[src/rtl/alu8_ctrl.sv]
// alu8_ctrl: command-driven initiator for the external 8-bit combinational ALU.
// Holds a small register file, issues register/immediate operations to the ALU,
// captures result and flags, writes the low byte back and returns the full result
// on a valid/ready response handshake. One command in flight at a time.
//
// Build option: define ALU_CTRL_SELFCHECK_EN to add a shadow computation of the
// ALU result in CAPTURE; a disagreement sets the sticky chk_err output.
// Without it chk_err is tied low and the port list is unchanged.
//
// state   | meaning
// --------+-----------------------------------------------------------
// IDLE    | cmd_ready high; loads complete here, ALU ops latch operands
// ISSUE   | ALU inputs stable, one settle cycle
// CAPTURE | sample ALU result/flags, write low byte to rd
// RESP    | rsp_valid high until rsp_ready
module alu8_ctrl #(
   parameter int NREG = 4,
   parameter int AW   = 2
) (
   input  logic          clk,
   input  logic          rst,
   input  logic          cmd_valid,
   output logic          cmd_ready,
   input  logic          cmd_load,
   input  logic [2:0]    cmd_op,
   input  logic [AW-1:0] cmd_rd,
   input  logic [AW-1:0] cmd_rs1,
   input  logic [AW-1:0] cmd_rs2,
   input  logic          cmd_use_imm,
   input  logic [7:0]    cmd_imm,
   output logic [2:0]    alu_opcode,
   output logic [7:0]    alu_op1,
   output logic [7:0]    alu_op2,
   input  logic [15:0]   alu_result,
   input  logic          alu_flagc,
   input  logic          alu_flagz,
   output logic          rsp_valid,
   input  logic          rsp_ready,
   output logic [15:0]   rsp_result,
   output logic          rsp_flagc,
   output logic          rsp_flagz,
   input  logic [AW-1:0] dbg_addr,
   output logic [7:0]    dbg_data,
   output logic          chk_err
);

   localparam logic [2:0] OP_ADD = 3'b000;
   localparam logic [2:0] OP_SUB = 3'b001;

   typedef enum logic [1:0] {
      S_IDLE,
      S_ISSUE,
      S_CAPTURE,
      S_RESP
   } state_t;

   state_t          state_q, state_d;
   logic [7:0]      regs_q [NREG];
   logic [7:0]      regs_d [NREG];
   logic [2:0]      opc_q, opc_d;
   logic [7:0]      op1_q, op1_d;
   logic [7:0]      op2_q, op2_d;
   logic [AW-1:0]   rd_q, rd_d;
   logic [15:0]     res_q, res_d;
   logic            fc_q, fc_d;
   logic            fz_q, fz_d;

`ifdef ALU_CTRL_SELFCHECK_EN
   logic            chk_q, chk_d;

   // Reference ALU; logic ops are 8-bit and zero-extended into the 16-bit result.
   function automatic logic [15:0] ref_result(input logic [2:0] op,
                                              input logic [7:0] a,
                                              input logic [7:0] b);
      logic [15:0] r;
      case (op)
         3'b000:  r = {8'h00, a} + {8'h00, b};
         3'b001:  r = {8'h00, a} - {8'h00, b};
         3'b010:  r = {8'h00, a} * {8'h00, b};
         3'b011:  r = {8'h00, a & b};
         3'b100:  r = {8'h00, a | b};
         3'b101:  r = {8'h00, ~(a & b)};
         3'b110:  r = {8'h00, ~(a | b)};
         default: r = {8'h00, a ^ b};
      endcase
      return r;
   endfunction
`endif

   // Next-state, register-file writeback and response capture.
   always_comb begin
      state_d = state_q;
      regs_d  = regs_q;
      opc_d   = opc_q;
      op1_d   = op1_q;
      op2_d   = op2_q;
      rd_d    = rd_q;
      res_d   = res_q;
      fc_d    = fc_q;
      fz_d    = fz_q;
`ifdef ALU_CTRL_SELFCHECK_EN
      chk_d   = chk_q;
`endif
      case (state_q)
         S_IDLE: begin
            if (cmd_valid) begin
               if (cmd_load) begin
                  regs_d[cmd_rd] = cmd_imm;
                  res_d          = {8'h00, cmd_imm};
                  fc_d           = 1'b0;
                  fz_d           = (cmd_imm == 8'h00);
                  state_d        = S_RESP;
               end else begin
                  opc_d   = cmd_op;
                  op1_d   = regs_q[cmd_rs1];
                  op2_d   = cmd_use_imm ? cmd_imm : regs_q[cmd_rs2];
                  rd_d    = cmd_rd;
                  state_d = S_ISSUE;
               end
            end
         end
         S_ISSUE: begin
            state_d = S_CAPTURE;
         end
         S_CAPTURE: begin
            res_d        = alu_result;
            fz_d         = alu_flagz;
            // The ALU leaves flagc stale on non-arithmetic ops; only add/sub carry is real.
            fc_d         = ((opc_q == OP_ADD) || (opc_q == OP_SUB)) ? alu_flagc : 1'b0;
            regs_d[rd_q] = alu_result[7:0];
`ifdef ALU_CTRL_SELFCHECK_EN
            if ((ref_result(opc_q, op1_q, op2_q) != alu_result) ||
                (alu_flagz != (alu_result == 16'h0000))) begin
               chk_d = 1'b1;
            end
`endif
            state_d = S_RESP;
         end
         S_RESP: begin
            if (rsp_ready) begin
               state_d = S_IDLE;
            end
         end
         default: begin
            state_d = S_IDLE;
         end
      endcase
   end

   // State and datapath registers; reset aborts any in-flight command.
   always_ff @(posedge clk or posedge rst) begin
      if (rst) begin
         state_q <= S_IDLE;
         for (int i = 0; i < NREG; i++) begin
            regs_q[i] <= 8'h00;
         end
         opc_q   <= 3'b000;
         op1_q   <= 8'h00;
         op2_q   <= 8'h00;
         rd_q    <= '0;
         res_q   <= 16'h0000;
         fc_q    <= 1'b0;
         fz_q    <= 1'b0;
`ifdef ALU_CTRL_SELFCHECK_EN
         chk_q   <= 1'b0;
`endif
      end else begin
         state_q <= state_d;
         regs_q  <= regs_d;
         opc_q   <= opc_d;
         op1_q   <= op1_d;
         op2_q   <= op2_d;
         rd_q    <= rd_d;
         res_q   <= res_d;
         fc_q    <= fc_d;
         fz_q    <= fz_d;
`ifdef ALU_CTRL_SELFCHECK_EN
         chk_q   <= chk_d;
`endif
      end
   end

   assign cmd_ready  = (state_q == S_IDLE);
   assign rsp_valid  = (state_q == S_RESP);
   assign alu_opcode = opc_q;
   assign alu_op1    = op1_q;
   assign alu_op2    = op2_q;
   assign rsp_result = res_q;
   assign rsp_flagc  = fc_q;
   assign rsp_flagz  = fz_q;
   assign dbg_data   = regs_q[dbg_addr];

`ifdef ALU_CTRL_SELFCHECK_EN
   assign chk_err = chk_q;
`else
   assign chk_err = 1'b0;
`endif

endmodule

[config.mk]
export PLATFORM = sky130hd
export DESIGN_NAME = alu8_ctrl
export DESIGN_NICKNAME = d
export VERILOG_FILES = /design/src/rtl/alu8_ctrl.sv
export SDC_FILE = /design/constraint.sdc
export NUM_CORES = 1
export LEC_CHECK = 0
export ABC_AREA = 0
export BUFFER_PORTS_ARGS = -buffer_cell sky130_fd_sc_hd__buf_2
export CAP_MARGIN = 20
export CORE_MARGIN = 2
export CORE_UTILIZATION = 59
export DETAILED_ROUTE_END_ITERATION = 10
export GPL_TIMING_DRIVEN = 0
export PLACE_DENSITY = 0.95
export SETUP_SLACK_MARGIN = 0.2
export SLEW_MARGIN = 5
export SYNTH_ARGS = -nofsm -noshare
export SYNTH_HDL_FRONTEND = slang
export SYNTH_SLANG_ARGS = --single-unit
[constraint.sdc]
create_clock -name clk -period 6.3 [get_ports clk]
set_input_delay 0.63 -clock clk [delete_from_list [all_inputs] [get_ports clk]]
set_output_delay 0.63 -clock clk [all_outputs]
set_load 0.05 [all_outputs]
### Yosys cells after proc, flatten, opt, wreduce, memory -nomap -nowiden

Index checks and enable logic that the tools add are counted.

* flip-flop bits (word level): 73
* latch bits: 0
* RAM bits: 0
* ROM bits: 0
* bits of input ports: 43
* output and inout port bits: 48
* word-level logic and storage cells: 75
* memories: 0

* add/sub/neg operators: 0
* $mul: 0
* divide/modulo/power cells: 0
* magnitude comparators: 7
* equality and inequality tests: 7
* shift operators: 0
* mux-type cells: 33
* bitwise logic cells: 6
* reduce and logical (&&, ||, !) cells: 10

Operators by type and width (count)
* 8-bit two-way mux: 9
* 32-bit bitwise mux: 2
* 32-bit two-way mux: 2
* 32-bit one-hot mux with 2 select lines: 1
* 8-bit binary-select mux with 2-bit select: 3
* 8-bit demux with 2-bit select: 2
* 16-bit two-way mux: 2
* 16-bit one-hot mux with 2 select lines: 1
* 3-bit >= comparator (second input constant): 5
* 2-bit inverter with 3-bit output: 5
* 8-bit zero test: 1
* 2-bit one-hot mux with 4 select lines: 1
* 3-bit by 1-bit less-than comparator with 1-bit output (second input constant): 2
* 2-bit two-way mux: 3
* 3-bit AND reduction: 2
* 1-bit two-way mux: 5
* 2-bit == test (second input constant): 2
* 2-bit by 1-bit != test with 1-bit output (second input constant): 2
* 1-bit one-hot mux with 2 select lines: 2
* 3-bit by 1-bit == test with 1-bit output (second input constant): 1
* 3-bit zero test: 1
* 2-bit by 1-bit == test with 1-bit output (second input constant): 1
* 1-bit logical AND: 2
* 2-bit zero test: 1
* 5 further kinds: 5

### Depth between registers and ports, before layout

Gate-level depths: netlist of the first run.

* word-level depth: 9
* depth in mapped cells: 8
* depth with buffers taken out: 5

### Worst setup path before layout of the first run

Ideal clock, no wire load.

* path type: register to register
* start: register state_q[0]
* end: register regs_q[10] (netlist name)
* setup time: 0.125 ns
* arrival: 2.132 ns
* required time: 6.175 ns
* setup slack: 4.042 ns
* cell stages (with the launch flop): 8
* path buffers: 2
* clock period less this slack: 2.258 ns
* path through: dfrtp_1 inv_1 ha_1 nand3_1 buf_2 o2bb2a_4 buf_6 mux2_4

* longest elaborated chain between the ends: 3
* elaborated cells on any way between the ends: 7
* those cells by class: eq/ne (3); mux (1); reduce/logical (3)

Ends and longest elaborated chain
* start, declared: RTL line 57 `state_t state_q, state_d;`
* start signal, assigned: RTL line 168 `state_q <= state_d;`
* 2-bit zero test *
* named net cmd_ready: RTL line 23 `output logic cmd_ready,`
* 2-bit by 1-bit != test with 1-bit output (no source line), or another cell as far along
* 3-bit AND reduction (no source line)
* end signal, assigned: RTL line 169 `regs_q <= regs_d;`
* end, declared: RTL line 58 `logic [7:0] regs_q [NREG];`

Mark *: on every way through the listed nets, which the timed path passes. The rest lies on a longest branch.
A chain may end at the register's enable or synchronous reset.

### Worst setup path in the final report of the first run

* start: input dbg_addr[0]
* end: output dbg_data[5]

* longest elaborated chain between the ends: 4

Ends and longest elaborated chain
* start, declared: RTL line 42 `input logic [AW-1:0] dbg_addr,`
* 2-bit inverter with 3-bit output (implied by the code): RTL line 191 `assign dbg_data = regs_q[dbg_addr];`
* 8-bit binary-select mux with 2-bit select: RTL line 191
* 8-bit two-way mux (implied by the code) (2 in series): RTL line 191
* end, declared: RTL line 43 `output logic [7:0] dbg_data,`

No other way between the ends. The select of a mux whose other input is x is not followed.

==> results of run 1 <==
==> state kept, by name, indices dropped and copies added (netlist names) <==
signal	flops
regs_q	32
rsp_flagc	1
rsp_flagz	1
rsp_result	16
alu_op2	8
state_q	2
alu_opcode	3
rd_q	2
alu_op1	8
==> cell type report <==
type,count,area [sq um]
timing repair buffer,83,430
tap,96,120
inverter,5,21.3
sequential,73,1830
fill,461,1850
clock inverter,5,103
clock buffer,11,141
buffer,32,195
multi-input combinational,246,2180
==> path summary, 6_finish.rpt <==
path                       slack, ns              startpoint                   endpoint  depth (start not counted)
min                             0.26                     rst     alu_op1[0]$_DFFE_PP0P_                          2
min reg2reg                     0.48  alu_op1[0]$_DFFE_PP0P_     alu_op1[0]$_DFFE_PP0P_                          2
max                             3.94             dbg_addr[0]                dbg_data[5]                          3
min in group clk                0.45               cmd_op[0]  alu_opcode[0]$_DFFE_PP0P_                          3
max reg2reg                     4.14  state_q[0]$_DFFE_PP0P_     regs_q[29]$_DFFE_PP0P_                          7
max in group asynchronous       5.49                     rst      regs_q[6]$_DFFE_PP0P_                          3
==> logic make-up after synthesis <==
logic type / Yosys count
muxes: 64
buffers and inverters: 37
and+or+nand+nor: 104
other: 1
AOI/OAI and AO/OA: 74
adders and majority gates: 3
DFF: 73
==> power groups by stage <==
stage / clock network [mW] / logic (mW) / registers (mW)
floorplan: 0 / 0.730 / 1.11
global placement: 0 / 1.33 / 0.777
detailed placement: 0 / 1.37 / 0.797
CTS: 0.452 / 1.38 / 0.790
global route: 0.466 / 1.47 / 0.817
finish: 0.451 / 1.39 / 0.796
==> metrics by stage <==
stage	total power [mW]	setup WS (ns)	util, %
floorplan	1.84	3.82	-
global placement	2.10	3.04	69.2
detailed placement	2.17	3.96	69.5
CTS	2.62	3.96	73.0
global route	2.75	3.95	73.0
finish	2.63	3.94	73.0
==> layer usage <==
layer | wire, microns | part of all wire [%] | vias to the layer above
met4 | 509 | 4.4 | 0
met5 | 0 | 0 | -
li1 | - | - | 1497
met2 | 5770 | 50 | 204
met3 | 951 | 8.3 | 47
met1 | 4290 | 37 | 1690
==> layout by cell type (no fill, tap or decap), drive strengths merged, types with 3 or more instances in the layout <==
cell type	count
a21oi	17
a22o	32
and3b	4
buf	107
bufinv	3
clkbuf	19
dfrtp	73
ha	3
inv	5
mux2	32
mux2i	8
mux4	24
nand2	47
nand3	19
nor2	11
nor2b	11
nor3b	3
o21ai	18
o2bb2a	4
==> summary.txt, run 1 <==
Status
  • Result of the run: finished, final reports clean

Synth
  • Sequential area share after synthesis: 43.3%
  • Syn avg cell area: 11.9 sq um
  • Leading post-synthesis cells by cell area: dfrtp_1, mux4_2, mux2_4, a22o_1, nand2_1
  • Total of flip-flops plus latches after synthesis: 73
  • Post-synthesis mux area share: 25.4%
  • Leading cell type by number of instances after synthesis: dfrtp_1
  • Compound-Gate Fraction of Synth Area: 13.1%
  • Most frequent cells after synthesis: dfrtp_1, nand2_1, a22o_1
  • Synth Net Count: 402
  • Largest family of logic cells by synthesized area: multiplexers
  • Top flip-flop cell by instance count after synthesis: dfrtp_1
  • Simple-Gate Fraction of Synth Area: 12.2%
  • Arithmetic-cell share of the synthesized area counting full adders, half adders and majority gates: 0.889%
  • Fraction of synthesized cell area in xor and xnor cells: 0%
  • Share of async-settable or async-resettable flops after synthesis: 100%
  • Cell accounting for the most synthesized area: dfrtp_1
  • Post-synth top area share: 43.3%
  • Ys Warns: 0
  • Area of the mapped netlist: 0.00422 sq mm
  • Synthesized instance count: 356
  • Post-synthesis cell type count: 37
  • Post-synth EDFFs: 0

CTS
  • Post-cts sizing count: 0
  • Max H-tree Level: 3
  • Post-CTS Hold Buffers: 0
  • Number of post-CTS setup repair buffers: 0
  • CTS tree: yes
  • Total number of clock tree sinks: 73
  • Cell at the root of the clock tree: clkbuf_8
  • TritonCTS buffer count: 9
  • Clock Tree Buf Depth: 2
  • Clock latency on the worst-skew pair: 0.36 ns
  • Clock transition at the registers of the reported paths: 0.07 ns

Timing
  • Remaining max-slew budget at the tightest pin: 53.7%
  • Min cycle time layout: 2.36 ns
  • Final number of max-transition violations: 0
  • Maximum achievable frequency: 0.424 GHz
  • Unrepaired setup endpoints after global routing: no
  • Worst clock skew: 0.00749 ns
  • Total setup violations reported at the end of the flow: 0
  • Sum of negative setup slack: 0 ns
  • Minimum hold slack: 0.260 ns
  • Slew of the pin with the lowest slew margin: 0.693 ns
  • Number of endpoints with negative hold slack in the final report: 0
  • Portion of the clock cycle consumed by the worst path in the final layout: 37.4%

Job
  • Max-cap viol count: 0

Power and ir drop
  • Worst vdd ir: 0.343 mV
  • Part of the power in the clock network: 17.1%
  • Comb power frac: 52.7%
  • Leakage component of the power: 2.45 nW
  • Share of power burned in registers: 30.2%
  • Internal power: 1.41 mW
  • Pwr Density: 525 mW/mm^2
  • Net switching power figure: 1.22 mW
  • Sw Ratio: 46.4%

Global routing
  • Global route hottest layer: met2
  • Global routing usage on met2: 50.3%
  • Maximum number of pins on one net before global-route repair: 43
  • Global-route wire length before repair: 17,400 microns
  • Residual overflow from global routing: 0
  • Antenna violations before repair: 0
  • Via count of the first global-routing pass: 3,366
  • Global router's overall resource usage: 30.6%
  • M3 GR Usage: 5.69%
  • Fraction of met1 tracks used by global routing: 38.2%

Setup path
  • Crit start category: input pin
  • Critical path cell sequence: buf_2, mux4_2, buf_2
  • Family with the most delay on the worst path: multiplexers
  • Category of the worst setup path capture point: output pin
  • Signal arrival time at the worst endpoint: 1.73 ns
  • CP Data Required Time: 5.67 ns
  • Largest stage delay on the critical path: 0.59 ns
  • Buf+Inv Stages, Crit Path: 2
  • Critical path's most frequent cell: buf_2
  • CP max FO: 8
  • Critical Path Slowest Stage Cell: mux4_2
  • Worst Path Class, Setup: input pin to output pin

Floorplanning
  • FP Rows: 30
  • Die height: 88.6 microns
  • Starting density of the core: 61.4%
  • Die footprint: 0.00785 sq mm
  • Number of top-level design ports: 91
  • Area of the placeable core: 0.00687 sq mm
  • X dimension of the die: 88.6 microns

Place
  • Count of port buffers added during placement: 82
  • DPL Wire Length: 8050 microns
  • Global placement routability congestion: 0.981
  • Number of cells in the design after placement: 535
  • Post-place instance area: 0.00477 sq mm

Layout
  • Number of antenna repair diodes: 0
  • Number of non-filler instances in the completed layout: 551
  • Net count, final: 496
  • Area growth from synthesis to layout: 18.9%
  • Fraction of layout cells with a size suffix above 1: 39.8%
  • Final instance area: 0.00502 sq mm

Worst hold path
  • Worst hold-check path type: input pin to async pin

Route
  • Final WL: 11,500 microns
  • Vias/cell: 6.24
  • Detailed Routing Iterations Pass 1: 5
  • Count of vias placed by the detailed router: 3,438
  • DRC violation count after routing: 0
  • Initial DRC count: 265
  • Remaining number of nets flagged by the antenna check after routing: 0
  • Post-DR wirelength/cell: 20.9 microns
Note: power is estimated with default switching activity, not from simulation.
==> inputs of run 2 (changes only) <==
CORE_UTILIZATION = 55   (was 59)
PLACE_DENSITY = 0.9   (was 0.95)
clock period = 2.17 ns   (was 6.3 ns; I/O delays follow)
==> run 2 against run 1 <==
Compared with the run above: first-iteration DRC count shrank 2.6%; critical path depth grew 5; non-clock buffer count grew 4; sequential power grew to 2.9 times the previous value; clock skew grew 0.00093 ns; register-to-register slack lost 3.9 ns.
==> summary.txt, run 2 (synthesis results as in run 1) <==
Layout
  • Fraction of layout cells with a size suffix above 1: 41.6% (+1.8 points)
  • Largest register by flop count: regs_q
  • Net count, final: 500 (+0.81%)
  • Number of non-filler instances in the completed layout: 558 (+1.3%)
  • Number of filler cells placed in the layout: 527 (+14%)
  • Area growth from synthesis to layout: 21.6%
  • Largest register FFs: 32 (unchanged)
  • Number of antenna repair diodes: 0 (unchanged)
  • Final instance area: 0.00513 sq mm (+2.3%)
  • Leading cell type in the layout, fill and taps excluded: buf_2
  • Leading cell types in the layout, fill and taps excluded: buf_2, dfrtp_1, nand2_1

CTS
  • Clock Tree Buf Depth: 2 (unchanged)
  • CTS tree: yes
  • Clock transition at the registers of the reported paths: 0.08 ns (about the same)
  • Cell at the root of the clock tree: clkbuf_8
  • Max H-tree Level: 3 (unchanged)
  • Clock latency on the worst-skew pair: 0.35 ns (about the same)
  • TritonCTS buffer count: 9 (unchanged)
  • Total number of clock tree sinks: 73 (unchanged)

Place
  • Number of cells in the design after placement: 538 (+0.56%)
  • Post-place instance area: 0.00479 sq mm (+0.37%)
  • Global placement routability congestion: 0.940 (-4.2%)
  • Count of port buffers added during placement: 82 (unchanged)
  • DPL Wire Length: 7940 microns (-1.5%)

Setup path
  • Critical path's most frequent cell: buf_6
  • Category of the worst setup path capture point: flip-flop
  • Crit start category: flip-flop
  • Largest stage delay on the critical path: 0.40 ns (-0.19 ns)
  • CP max FO: 10 (+2)
  • Worst Path Class, Setup: flip-flop to flip-flop
  • Buf+Inv Stages, Crit Path: 4 (+2)
  • CP Data Required Time: 2.41 ns (-3.26 ns)
  • Family with the most delay on the worst path: buffers and inverters
  • Critical Path Slowest Stage Cell: dfrtp_1
  • Critical path cell sequence: inv_2, ha_1, buf_6, and3_1, buf_4, o2bb2a_4, buf_6, mux2_4
  • Signal arrival time at the worst endpoint: 2.17 ns (+0.44 ns)

Global routing
  • Global router's overall resource usage: 28.6% (-1.9 points)
  • Global-route wire length before repair: 18,200 microns (+4.6%)
  • Residual overflow from global routing: 0 (unchanged)
  • Maximum number of pins on one net before global-route repair: 42 (-2.3%)
  • Via count of the first global-routing pass: 3,406 (+1.2%)
  • Antenna violations before repair: 0 (unchanged)

Route
  • Initial DRC count: 258 (-2.6%)
  • Count of vias placed by the detailed router: 3,427 (-0.32%)
  • Remaining number of nets flagged by the antenna check after routing: 0 (unchanged)
  • Post-DR wirelength/cell: 20.7 microns (-0.83%)
  • Detailed Routing Iterations Pass 1: 5 (unchanged)
  • Vias/cell: 6.14 (-1.6%)
  • DRC violation count after routing: 0 (unchanged)
  • Final WL: 11,600 microns (+0.43%)

Power and ir drop
  • Comb power frac: 52.5% (-0.2 points)
  • Pwr Density: 1530 mW/mm^2 (+190%)
  • Part of the power in the clock network: 18.1% (+1.0 points)
  • Share of power burned in registers: 29.4% (-0.8 points)
  • Internal power: 4.27 mW (+200%)
  • Net switching power figure: 3.57 mW (+190%)
  • Sw Ratio: 45.5% (-0.80 points)
  • Leakage component of the power: 2.49 nW (+1.6%)
  • Worst vdd ir: 0.804 mV (+130%)

Timing
  • Total setup violations reported at the end of the flow: 0 (unchanged)
  • Unrepaired setup endpoints after global routing: no
  • Maximum achievable frequency: 0.518 GHz
  • Min cycle time layout: 1.93 ns
  • Final number of max-transition violations: 0 (unchanged)
  • Portion of the clock cycle consumed by the worst path in the final layout: 88.9%
  • Worst clock skew: 0.00842 ns (+0.000930 ns)
  • Slew of the pin with the lowest slew margin: 0.756 ns (+0.0638 ns)
  • Number of endpoints with negative hold slack in the final report: 0 (unchanged)
  • Remaining max-slew budget at the tightest pin: 49.4% (-4.3 points)

Status
  • Result of the run: finished, final reports clean

Floorplanning
  • FP Rows: 31 (+3.3%)
  • Die height: 91.6 microns (+3.4%)
  • Starting density of the core: 57.6% (-3.9 points)
  • X dimension of the die: 91.6 microns (+3.4%)
  • Area of the placeable core: 0.00733 sq mm (+6.7%)
  • Number of top-level design ports: 91 (unchanged)
  • Die footprint: 0.00839 sq mm (+6.9%)

Worst hold path
  • Worst hold-check path type: input pin to flip-flop

Job
  • Max-cap viol count: 0 (unchanged)
run 2: changes by cell type in the layout (fill, tap and decap cells not counted), sizes merged:
| cell | change |
|---|---|
| clkinv | +2 |
| buf | +1 |
| bufinv | +1 |
| dlygate4sd3 | +1 |
| inv | -1 |
run 2: power by group through the flow:
stage / clock (mW) / combinational (mW) / sequential [mW]
floorplan: 0 / 2.15 / 3.22
global placement: 0 / 3.89 / 2.26
detailed placement: 0 / 3.99 / 2.31
CTS: 1.41 / 4.04 / 2.30
global route: 1.49 / 4.36 / 2.37
finish: 1.42 / 4.11 / 2.31
run 2: final timing paths:
path / from / end / slack [ns] / cells after the start
worst max register to register: state_q[0]$_DFFE_PP0P_ / regs_q[1]$_DFFE_PP0P_ / 0.24 / 8
max in group asynchronous: rst / rsp_result[1]$_DFFE_PP0P_ / 1.02 / 4
min in group asynchronous: rst / regs_q[0]$_DFFE_PP0P_ / 0.52 / 3
worst min-delay path: cmd_op[0] / alu_opcode[0]$_DFFE_PP0P_ / 0.04 / 3
worst min register to register: alu_op1[3]$_DFFE_PP0P_ / alu_op1[3]$_DFFE_PP0P_ / 0.47 / 2
worst max-delay path: state_q[0]$_DFFE_PP0P_ / regs_q[1]$_DFFE_PP0P_ / 0.24 / 8
run 2: metal layers:
| layer | global-route usage [%] | up-vias | share of wire (%) | routed length [microns] |
|---|---|---|---|---|
| met3 | 4.98 | 30 | 6.9 | 801 |
| met4 | 12.1 | 0 | 2.9 | 332 |
| met1 | 36.8 | 1724 | 40 | 4570 |
| met2 | 47.9 | 163 | 51 | 5860 |
| li1 | - | 1510 | - | - |
| met5 | 0 | - | 0 | 0 |
run 2: layout make-up:
| class | instances | area, sq um | share of cell area [%] |
|---|---|---|---|
| Buffer | 32 | 209 | 4.07 |
| Clock buffer | 9 | 124 | 2.41 |
| Clock inverter | 7 | 143 | 2.78 |
| Inverter | 5 | 22.5 | 0.439 |
| Multi-Input combinational cell | 246 | 2220 | 43.3 |
| Sequential cell | 73 | 1830 | 35.6 |
| Tap cell | 99 | 124 | 2.41 |
| Timing Repair Buffer | 87 | 463 | 9.02 |
run 2: timing repair:
action,CTS,global route
hold buffers,1,0
endpoints found under the setup margin,20,41
hold endpoints to repair,25,0
pin swaps,1,1
resized for setup,3,10
buffers inserted,1,2
run 2: stage by stage:
step / hold slack, ns / setup TNS [ns] / power [mW] / worst slack (ns) / utilization, %
final: 0.0449 / 0 / 7.84 / 0.240 / 70.0
after global placement: 0.409 / 0 / 6.14 / 0.0658 / 65.1
after global routing: 0.0509 / 0 / 8.22 / 0.189 / 70.0
after CTS: 0.0500 / 0 / 7.75 / 0.201 / 69.3
after detailed placement: 0.362 / -0.144 / 6.30 / -0.0248 / 65.4
after floorplan: 0.322 / 0 / 5.37 / 0.279 / -
run 2: worst reg2reg max path: cells and delay by family (launching register included):
family,cells,cell delay [ns]
fa+ha+maj,1,0.20
mux,1,0.30
buf+inv,4,0.54
simple gates,1,0.16
compound gates,1,0.21
flops,1,0.40
==> inputs of run 3 (changes only) <==
CORE_MARGIN = 3   (was 2)
==> run 3 against run 2 <==
Compared with the run above: the flow now finishes with violations (hold timing); flip-flop and latch count stayed put; register-to-register slack hardly changed; worst hold slack worse by 0.053 ns; sequential power hardly changed; routed wire length is 4.1% lower; clock power is 26% lower; core utilization is 1.3 points lower; clock-buffer cell count is 1 higher; critical path type unchanged; critical endpoint is now regs_q[4]$_DFFE_PP0P_.
==> summary.txt, run 3 (synthesis results as in run 1) <==
CTS
  • Clock Tree Buf Depth: 2 (unchanged)
  • Clock transition at the registers of the reported paths: 0.08 ns (about the same)
  • Cell at the root of the clock tree: clkbuf_8
  • Max H-tree Level: 3 (unchanged)
  • TritonCTS buffer count: 9 (unchanged)
  • CTS tree: yes
  • Total number of clock tree sinks: 73 (unchanged)
  • Clock latency on the worst-skew pair: 0.34 ns (about the same)

Timing
  • Minimum hold slack: -0.00759 ns (-0.0525 ns)
  • Total setup violations reported at the end of the flow: 0 (unchanged)
  • Portion of the clock cycle consumed by the worst path in the final layout: 88.4% (-0.51 points)
  • Min cycle time layout: 1.92 ns (-0.0110 ns)
  • Unrepaired setup endpoints after global routing: yes
  • Number of endpoints with negative hold slack in the final report: 3 (+3)
  • Worst clock skew: 0.00933 ns (+0.000913 ns)
  • Final number of max-transition violations: 0 (unchanged)
  • Remaining max-slew budget at the tightest pin: 51.1% (+1.7 points)
  • Slew of the pin with the lowest slew margin: 0.733 ns (-0.0236 ns)
  • Maximum achievable frequency: 0.521 GHz (+0.57%)
  • Sum of negative setup slack: 0 ns (unchanged)

Floorplanning
  • Die footprint: 0.00876 sq mm (+4.4%)
  • X dimension of the die: 93.6 microns (+2.2%)
  • Area of the placeable core: 0.00733 sq mm (unchanged)
  • FP Rows: 31 (unchanged)
  • Number of top-level design ports: 91 (unchanged)
  • Starting density of the core: 57.6% (unchanged)
  • Die height: 93.6 microns (+2.2%)

Place
  • Count of port buffers added during placement: 82 (unchanged)
  • DPL Wire Length: 7830 microns (-1.3%)
  • Global placement routability congestion: 0.982 (+4.5%)

Global routing
  • Global router's overall resource usage: 26.0% (-2.6 points)
  • Residual overflow from global routing: 0 (unchanged)
  • Maximum number of pins on one net before global-route repair: 41 (-2.4%)
  • Global-route wire length before repair: 17,000 microns (-6.6%)
  • Antenna violations before repair: 0 (unchanged)
  • Via count of the first global-routing pass: 3,272 (-3.9%)

Route
  • DRC violation count after routing: 0 (unchanged)
  • Remaining number of nets flagged by the antenna check after routing: 0 (unchanged)
  • Count of vias placed by the detailed router: 3,369 (-1.7%)
  • Initial DRC count: 298 (+16%)
  • Detailed Routing Iterations Pass 1: 5 (unchanged)
  • Final WL: 11,100 microns (-4.1%)
  • Vias/cell: 6.07 (-1.2%)
  • Post-DR wirelength/cell: 20.0 microns (-3.6%)

Power and ir drop
  • Pwr Density: 1480 mW/mm^2 (-3.3%)
  • Leakage component of the power: 2.44 nW (-1.8%)
  • Overall power after layout: 7.44 mW (-5.1%)
  • Worst vdd ir: 0.734 mV (-8.7%)

Setup path
  • Worst Path Class, Setup: flip-flop to flip-flop
  • CP Data Required Time: 2.40 ns (about the same)
  • Category of the worst setup path capture point: flip-flop
  • CP max FO: 10 (unchanged)
  • Signal arrival time at the worst endpoint: 2.15 ns (-0.02 ns)
  • Crit start category: flip-flop

Layout
  • Fraction of layout cells with a size suffix above 1: 41.7% (+0.054 points)
  • Number of antenna repair diodes: 0 (unchanged)
  • Largest register by flop count: regs_q
  • Largest register FFs: 32 (unchanged)
  • Leading cell types in the layout, fill and taps excluded: buf_2, dfrtp_1, nand2_1
  • Area growth from synthesis to layout: 19.3%
  • Net count, final: 498 (-0.40%)
  • Leading cell type in the layout, fill and taps excluded: buf_2

Worst hold path
  • Worst hold-check path type: input pin to async pin

Status
  • Result of the run: complete, but fails checks
  • Failing checks: hold timing

Job
  • Max-cap viol count: 0 (unchanged)
[run 3: what timing repair did]
action                                  4_1_cts  5_1_grt
buffers inserted                              1        1
endpoints found under the setup margin       23       43
resized for setup                             5       10
hold buffers                                  0        0
pin swaps                                     1        1
[run 3: worst paths after layout]
check / startpoint / end / slack (ns) / cells after the start
max: state_q[0]$_DFFE_PP0P_ / regs_q[4]$_DFFE_PP0P_ / 0.25 / 8
min: rst / alu_opcode[1]$_DFFE_PP0P_ / -0.008 / 2
max reg2reg: state_q[0]$_DFFE_PP0P_ / regs_q[4]$_DFFE_PP0P_ / 0.25 / 8
min reg2reg: alu_opcode[0]$_DFFE_PP0P_ / alu_opcode[0]$_DFFE_PP0P_ / 0.47 / 2
max in group asynchronous: rst / regs_q[22]$_DFFE_PP0P_ / 1.54 / 3
min in group clk: cmd_op[0] / alu_opcode[0]$_DFFE_PP0P_ / 0.06 / 3
[run 3: area by class of cell]
cell class	instances	area, sq um
Buffer	32	209
Clock buffer	10	138
Clock inverter	5	56.3
Fill cell	530	2290
Inverter	5	22.5
Multi-Input combinational cell	246	2210
Sequential cell	73	1830
Tap cell	99	124
Timing Repair Buffer	85	445
[run 3: where the power goes]
part           internal [mW]  switching [mW]
registers               1.89           0.402
clock network          0.554           0.500
logic                   1.49            2.60
[run 3: per-stage QoR]
step / worst slack (ns) / cell area [sq um] / hold WS, ns / utilization, % / std cells
after floorplan: 0.279 / 4240 / 0.322 / - / 356
after global placement: 0.0696 / 4770 / 0.408 / 65.1 / 537
after detailed placement: 0.0213 / 4790 / 0.382 / 65.4 / 538
after CTS: 0.207 / 5010 / 0.0117 / 68.4 / 554
after global routing: 0.153 / 5040 / 0.0332 / 68.7 / 555
final: 0.251 / 5040 / -0.00759 / 68.7 / 555
[run 3: layer usage]
layer / track usage (%) / share of wire [%] / vias up
met5: 0 / 0 / -
met4: 11.7 / 2.8 / 0
met3: 4.02 / 6.9 / 30
met2: 43.5 / 50 / 172
met1: 33.6 / 40 / 1661
li1: - / - / 1506
[run 3: critical path: stages, from the launching register on]
cell,delay [ns]
dfrtp_1,0.39
inv_2,0.07
ha_1,0.20
buf_6,0.14
and3_1,0.16
buf_4,0.18
o2bb2a_4,0.20
buf_6,0.15
mux2_4,0.31
